<file path="src/rtl/sklansky_pkg.sv">
// Shared types and elaboration helpers for the pipelined Sklansky adder.
// gp_t carries one (generate, propagate) pair per prefix position.
package sklansky_pkg;

  typedef struct packed {
    logic g;
    logic p;
  } gp_t;

  function automatic int clog2(input int n);
    int r;
    r = 0;
    for (int i = 0; i < 31; i++) begin
      if ((1 << i) < n) r = i + 1;
    end
    return r;
  endfunction

  // Last prefix level (0-based) covered by segment k when each segment spans re levels.
  function automatic int seg_last_level(input int k, input int re);
    return (k + 1) * re - 1;
  endfunction

endpackage

</file>
<file path="src/rtl/sklansky_level.sv">
// One combinational Sklansky prefix level over WIDTH+1 positions (index 0 is carry-in).
// Grey cells keep only the group generate once a span reaches carry-in.
module sklansky_level
  import sklansky_pkg::*;
#(
  parameter int WIDTH = 32,
  parameter int LVL   = 0
) (
  input  gp_t [WIDTH:0] x,
  output gp_t [WIDTH:0] y
);

  for (genvar j = 0; j <= WIDTH; j++) begin : g_cell
    if (((j >> LVL) & 1) == 0) begin : g_pass
      assign y[j] = x[j];
    end else begin : g_op
      localparam int SRC = ((j >> LVL) << LVL) - 1;
      if (j < (2 << LVL)) begin : g_grey
        assign y[j] = gp_t'{g: x[j].g | (x[j].p & x[SRC].g), p: 1'b0};
      end else begin : g_black
        assign y[j] = gp_t'{g: x[j].g | (x[j].p & x[SRC].g), p: x[j].p & x[SRC].p};
      end
    end
  end

endmodule

</file>
<file path="src/rtl/sklansky_pipe_adder.sv">
// Pipelined Sklansky adder with valid/ready backpressure and a tag sideband.
// Define SKLANSKY_OVF_EN to add the registered signed-overflow output out_ovf.
module sklansky_pipe_adder
  import sklansky_pkg::*;
#(
  parameter int WIDTH     = 32,
  parameter int REG_EVERY = 2,
  parameter int TAG_W     = 4
) (
  input  logic             clk,
  input  logic             rst_n,
  input  logic             in_valid,
  output logic             in_ready,
  input  logic [WIDTH-1:0] in_a,
  input  logic [WIDTH-1:0] in_b,
  input  logic             in_cin,
  input  logic [TAG_W-1:0] in_tag,
  output logic             out_valid,
  input  logic             out_ready,
  output logic [WIDTH-1:0] out_sum,
  output logic             out_cout,
  output logic [TAG_W-1:0] out_tag
`ifdef SKLANSKY_OVF_EN
  ,
  output logic             out_ovf
`endif
);

  localparam int LEVELS = clog2(WIDTH);
  localparam int NSEG   = (LEVELS + REG_EVERY - 1) / REG_EVERY;
  localparam int NSTG   = NSEG + 1;

  logic [NSTG-1:0]  v;
  logic [NSTG-1:0]  adv;
  logic             run;
  gp_t  [WIDTH:0]   gp_in;
  gp_t  [WIDTH:0]   st_gp  [NSEG];
  logic [WIDTH-1:0] st_p0  [NSEG];
  logic [TAG_W-1:0] st_tag [NSEG];
  gp_t  [WIDTH:0]   net    [LEVELS];
  logic [WIDTH-1:0] sum_c;
  logic             cout_c;
  logic             unused_bits;

  always_comb begin
    gp_in[0] = gp_t'{g: in_cin, p: 1'b0};
    for (int i = 0; i < WIDTH; i++) begin
      gp_in[i+1] = gp_t'{g: in_a[i] & in_b[i], p: in_a[i] ^ in_b[i]};
    end
  end

  // A stage may load when it is empty or everything downstream of it is moving.
  always_comb begin
    run = 1'b1;
    adv = '0;
    for (int s = NSTG - 1; s >= 0; s--) begin
      run    = run & v[s];
      adv[s] = out_ready | ~run;
    end
  end

  assign in_ready  = adv[0];
  assign out_valid = v[NSTG-1];

  for (genvar l = 0; l < LEVELS; l++) begin : g_lvl
    gp_t [WIDTH:0] lin;
    if (l % REG_EVERY == 0) begin : g_start
      assign lin = st_gp[l / REG_EVERY];
    end else begin : g_chain
      assign lin = net[l - 1];
    end
    sklansky_level #(.WIDTH(WIDTH), .LVL(l)) u_level (
      .x(lin),
      .y(net[l])
    );
  end

  // Top position still holds bit WIDTH-1's own g/p; one more grey cell yields cout.
  always_comb begin
    for (int i = 0; i < WIDTH; i++) begin
      sum_c[i] = st_p0[NSEG-1][i] ^ net[LEVELS-1][i].g;
    end
    cout_c = net[LEVELS-1][WIDTH].g | (net[LEVELS-1][WIDTH].p & net[LEVELS-1][WIDTH-1].g);
  end

  assign unused_bits = ^net[LEVELS-1];

  always_ff @(posedge clk or negedge rst_n) begin
    if (!rst_n) begin
      v        <= '0;
      st_gp    <= '{default: '0};
      st_p0    <= '{default: '0};
      st_tag   <= '{default: '0};
      out_sum  <= '0;
      out_cout <= 1'b0;
      out_tag  <= '0;
`ifdef SKLANSKY_OVF_EN
      out_ovf  <= 1'b0;
`endif
    end else begin
      if (adv[0]) begin
        v[0] <= in_valid;
        if (in_valid) begin
          st_gp[0]  <= gp_in;
          st_p0[0]  <= in_a ^ in_b;
          st_tag[0] <= in_tag;
        end
      end
      for (int s = 1; s < NSEG; s++) begin
        if (adv[s]) begin
          v[s] <= v[s-1];
          if (v[s-1]) begin
            st_gp[s]  <= net[seg_last_level(s - 1, REG_EVERY)];
            st_p0[s]  <= st_p0[s-1];
            st_tag[s] <= st_tag[s-1];
          end
        end
      end
      if (adv[NSTG-1]) begin
        v[NSTG-1] <= v[NSTG-2];
        if (v[NSTG-2]) begin
          out_sum  <= sum_c;
          out_cout <= cout_c;
          out_tag  <= st_tag[NSEG-1];
`ifdef SKLANSKY_OVF_EN
          out_ovf  <= net[LEVELS-1][WIDTH-1].g ^ cout_c;
`endif
        end
      end
    end
  end

endmodule

</file>
<file path="config.mk">
export PLATFORM = sky130hd
export DESIGN_NAME = sklansky_pipe_adder
export DESIGN_NICKNAME = d
export VERILOG_FILES = /design/src/rtl/sklansky_pkg.sv /design/src/rtl/sklansky_level.sv /design/src/rtl/sklansky_pipe_adder.sv
export SDC_FILE = /design/constraint.sdc
export NUM_CORES = 1
export LEC_CHECK = 0
export ABC_CLOCK_PERIOD_IN_PS = 1600
export BUFFER_PORTS_ARGS = -buffer_cell sky130_fd_sc_hd__clkbuf_2
export CORE_MARGIN = 2
export CORE_UTILIZATION = 50
export DETAILED_ROUTE_END_ITERATION = 8
export PLACE_DENSITY = 0.76
export SLEW_MARGIN = 20
export SYNTH_ARGS = -nofsm -noshare
export SYNTH_HDL_FRONTEND = slang
export SYNTH_SLANG_ARGS = --single-unit
export TNS_END_PERCENT = 50
</file>
<file path="constraint.sdc">
create_clock -name clk -period 1.6 [get_ports clk]
set_input_delay 0.08 -clock clk [delete_from_list [all_inputs] [get_ports clk]]
set_output_delay 0.08 -clock clk [all_outputs]
set_load 0.02 [all_outputs]
</file>
==> out/results.md <==
| Metric | Value |
| --- | --- |
| Post-synthesis instance area | 0.0119 sq mm |
| Leakage power | 7.29 nW |
| Max rail drop VDD | 1.14 mV |
| Leading register cell type out of synthesis | sky130_fd_sc_hd__dfrtp_1 |
| Die extent in x | 158 um |
| Worst path required time | 2.02 ns |
| GR Util All Layers | 22.2% |
| Initial core utilization | 50.8% |
| Fraction of registers with async set or reset after synthesis | 100% |
| Wire length of the first global-routing pass | 43.6 mm |
| Core Region | 0.0235 sq mm |
| Simple-Gate Fraction of Synth Area | 2.32% |
| Share of cells above drive strength 1 | 38.4% |
| Max clock buf depth | 3 |
| Number of endpoints with negative hold slack in the final report | 0 |
| Register share of total power | 44.9% |
| Number of buffers inserted by port buffering | 111 |
| Startpoint type of the worst setup path | flop |
| Placed standard-cell area | 0.0133 sq mm |
| Unrepaired setup endpoints after global routing | yes |
| Number of DRC markers in iteration 0 | 696 |
| Critical Setup Path Class | flop to flop |
| Final setup violation count | 70 |
| Cell types with the largest area share after synthesis | sky130_fd_sc_hd__dfrtp_1 60%, sky130_fd_sc_hd__mux2_2 21%, sky130_fd_sc_hd__a21oi_1 3.7% |
| CP Data Arrival Time | 2.19 ns |
| Cell variety after synth | 34 |
| Internal | 17.1 mW |
| Insertion delay of the later-clocked pin in the worst-skew pair | 0.54 ns |
| Violated checks | setup timing |
| Number of vias per cell | 5.49 |
| Measured slew at the worst slew-check pin | 0.396 ns |
| Half-perimeter wire length of the detailed placement result | 16.5 mm |
| Type of element capturing the critical path | flop |
| Largest area contributor in the synthesized netlist | sky130_fd_sc_hd__dfrtp_1 |
| DIE HEIGHT | 158 um |
| Type of the worst min-delay path | primary input to async pin |
| Post-route clock period utilization | 111% |
| Combinational Power Share | 28.5% |
| Proportion of power drawn by the clock network | 26.6% |
| Cell Chain, Critical Path | and4b_2, buf_6, a21boi_4, buf_12, clkbuf_16, mux2_2 |
| Count of maximum capacitance violations | 0 |
| Avg Cell Area, Syn | 13.7 sq um |
| Multiplexer fraction of the synthesized cell area | 21.0% |
| Slowest stage delay, CP | 0.40 ns |
| CTS sink cnt | 284 |
| CTS Buf Count | 29 |
| Setup WS post-layout | -0.170 ns |
| Synth-to-Final Area Change | 32.3% |
| DRC Markers | 0 |
| Synthesized netlist net count | 977 |
| Pwr per Cell Area | 1560 mW/mm^2 |
| Time the final worst path needs with I/O delays and setup | 1.77 ns |
| Row cnt | 56 |
| Total number of yosys warnings | 0 |
| Highest fanout seen on the critical path | 8 |
| Post-synthesis adder-cell area fraction | 3.57% |
| Setup TNS | -9.17 ns |
| CTS tree | built |
| CTS H-Tree Depth | 1 |
| Worst-case headroom to the max-slew limit | 73.6% |
| Ports placed on the boundary | 112 |
| Die footprint | 0.0251 sq mm |
| Number of max-slew violations in the final report | 0 |
| Xor and xnor fraction of the mapped netlist area | 2.20% |
| Slowest cell on the critical path | sky130_fd_sc_hd__dfrtp_2 |
| Sequential fraction of the synthesis area | 59.6% |
| Residual overflow from global routing | 0 |
| Peak clock frequency supported by timing | 565 MHz |
| Routability-driven placement congestion ratio | 0.777 |
| Critical path buffer and inverter count | 3 |
| Count of nets after finishing | 1235 |
| Vias in the first global route | 8237 |
| Final instance area | 0.0158 sq mm |
| Outcome | finished, violations left |
| Routed Wire Length | 29.2 mm |
| Initial antenna violation count | 1 |
| Top cell family by delay on the critical path | buffers and inverters |
| Net switching component of the power | 7.46 mW |
| Number of vias after detailed routing | 8059 |
| Synth Area in Compound Gates | 9.20% |
| Cell with the most instances after synthesis | sky130_fd_sc_hd__dfrtp_1 |
| Post-synth EDFFs | 0 |
| Remaining antenna violation count | 0 |
| CTS clk-pin slew, worst paths | 0.06 ns |
| Mapped Cells | 870 |
| Largest net degree at the start of global routing | 54 |
| Final routed wire length divided by cell count | 19.8 um |
| Iteration count of the initial detailed-routing pass | 5 |
| Yosys reg bits | 284 |
| Top-area cell type share of the netlist area | 59.6% |
| Worst clock skew | 0.0113 ns |
| Cell chosen for the clock root | sky130_fd_sc_hd__clkbuf_16 |
| Most numerous cell types in the synthesized netlist | 284 x sky130_fd_sc_hd__dfrtp_1, 220 x sky130_fd_sc_hd__mux2_2, 89 x sky130_fd_sc_hd__a21oi_1 |
| Switching share of power | 30.3% |
| Combinational family with the most area after synthesis | multiplexers |
[state kept, by name, summed over array words and instances (netlist names)]
| name | cells |
|---|---|
| g_lvl.lin | 138 |
| st_p0 | 93 |
| out_sum | 32 |
| st_tag | 12 |
| out_tag | 4 |
| v | 4 |
| out_cout | 1 |
[path summary, 6_finish.rpt]
path	start	end	slack, ns	depth (start not counted)
worst max-delay path	v[3]	g_lvl[0].lin[64]	-0.17	6
worst min-delay path	rst_n	out_sum[0]	0.04	2
worst max register to register	v[3]	g_lvl[0].lin[64]	-0.17	6
worst min register to register	st_p0[46]	st_p0[46]	0.50	1
max in group asynchronous	rst_n	st_p0[88]	0.93	3
min in group clk	in_tag[0]	st_tag[8]	0.32	3
[per-stage QoR]
step / util (%) / setup WS, ns / instances / total power, mW / hold slack [ns]
2_1_floorplan: - / -0.0739 / 870 / 15.1 / -0.216
3_3_place_gp: 56.5 / 0.0176 / 1297 / 17.2 / 0.0119
3_5_place_dp: 56.5 / -0.0146 / 1297 / 17.5 / 0.0128
4_1_cts: 65.5 / -0.173 / 1458 / 24.4 / 0.0444
5_1_grt: 67.2 / -0.200 / 1468 / 25.9 / 0.0703
6_report: 67.2 / -0.170 / 1469 / 24.6 / 0.0405
[kinds of logic after synthesis]
group	count (synthesis)
flops	284
compound gates	193
mux	223
fa+ha+maj	34
xor+xnor	30
buf+inv	52
simple gates	54
[worst register-to-register path, stage by stage (launching register included)]
cell and delay, ns:
sky130_fd_sc_hd__dfrtp_2 0.40, sky130_fd_sc_hd__and4b_2 0.25, sky130_fd_sc_hd__buf_6 0.13, sky130_fd_sc_hd__a21boi_4 0.17
sky130_fd_sc_hd__buf_12 0.19, sky130_fd_sc_hd__clkbuf_16 0.18, sky130_fd_sc_hd__mux2_2 0.34
[power groups by stage]
stage	combinational, mW	clock [mW]	sequential [mW]
floorplan	3.82	0	11.3
global placement	6.18	0	11.0
detailed placement	6.37	0	11.1
CTS	6.76	6.63	11.0
global route	7.57	6.96	11.3
finish	7.01	6.54	11.1
[routing by layer]
metal  vias to the layer above  wire [um]  GRT usage, %
met1                      4114      12400          29.4
li1                       3668          -             -
met3                        55       1460          3.35
met4                         0        788          6.13
met5                         -          0             0
met2                       222      14500          38.5
[timing repair]
action,in CTS,in global routing
pin swaps,3,2
gates cloned,2,9
gates resized for setup,12,53
endpoints found under the setup margin,35,103
hold buffers,104,0
setup buffers,4,0
endpoints found under the hold margin,356,0
[layout make-up]
class / instances / area (sq um)
Fill cell: 1613 / 7710
Sequential cell: 284 / 7110
Multi-Input combinational cell: 534 / 4810
Timing Repair Buffer: 271 / 2480
Clock buffer: 46 / 880
Tap cell: 319 / 399
Clock inverter: 5 / 50.0
Inverter: 8 / 30.0
Antenna cell: 2 / 5.00
[layout by cell type, fill, tap and decap left out, types with 8 or more instances in the layout]
master                          Yosys  final
sky130_fd_sc_hd__buf_4              2     22
sky130_fd_sc_hd__buf_12             0     18
sky130_fd_sc_hd__clkbuf_16          0     35
sky130_fd_sc_hd__ha_1              34     34
sky130_fd_sc_hd__clkbuf_2           0    109
sky130_fd_sc_hd__o21a_1             8      8
sky130_fd_sc_hd__inv_1              8      8
sky130_fd_sc_hd__clkbuf_8           0      9
sky130_fd_sc_hd__and3_1            11     11
sky130_fd_sc_hd__o21ai_0           61     60
sky130_fd_sc_hd__clkbuf_1          17      8
sky130_fd_sc_hd__xnor2_1           15     15
sky130_fd_sc_hd__o21bai_1           8      8
sky130_fd_sc_hd__a21oi_1           89     89
sky130_fd_sc_hd__nand2_1           28     25
sky130_fd_sc_hd__mux2_4             0     57
sky130_fd_sc_hd__dfrtp_1          284    283
sky130_fd_sc_hd__dlygate4sd3_1      0    104
sky130_fd_sc_hd__xor2_1            15     15
sky130_fd_sc_hd__a211o_1            8      8
sky130_fd_sc_hd__mux2_2           220    163
(Power assumes the default switching activity.)
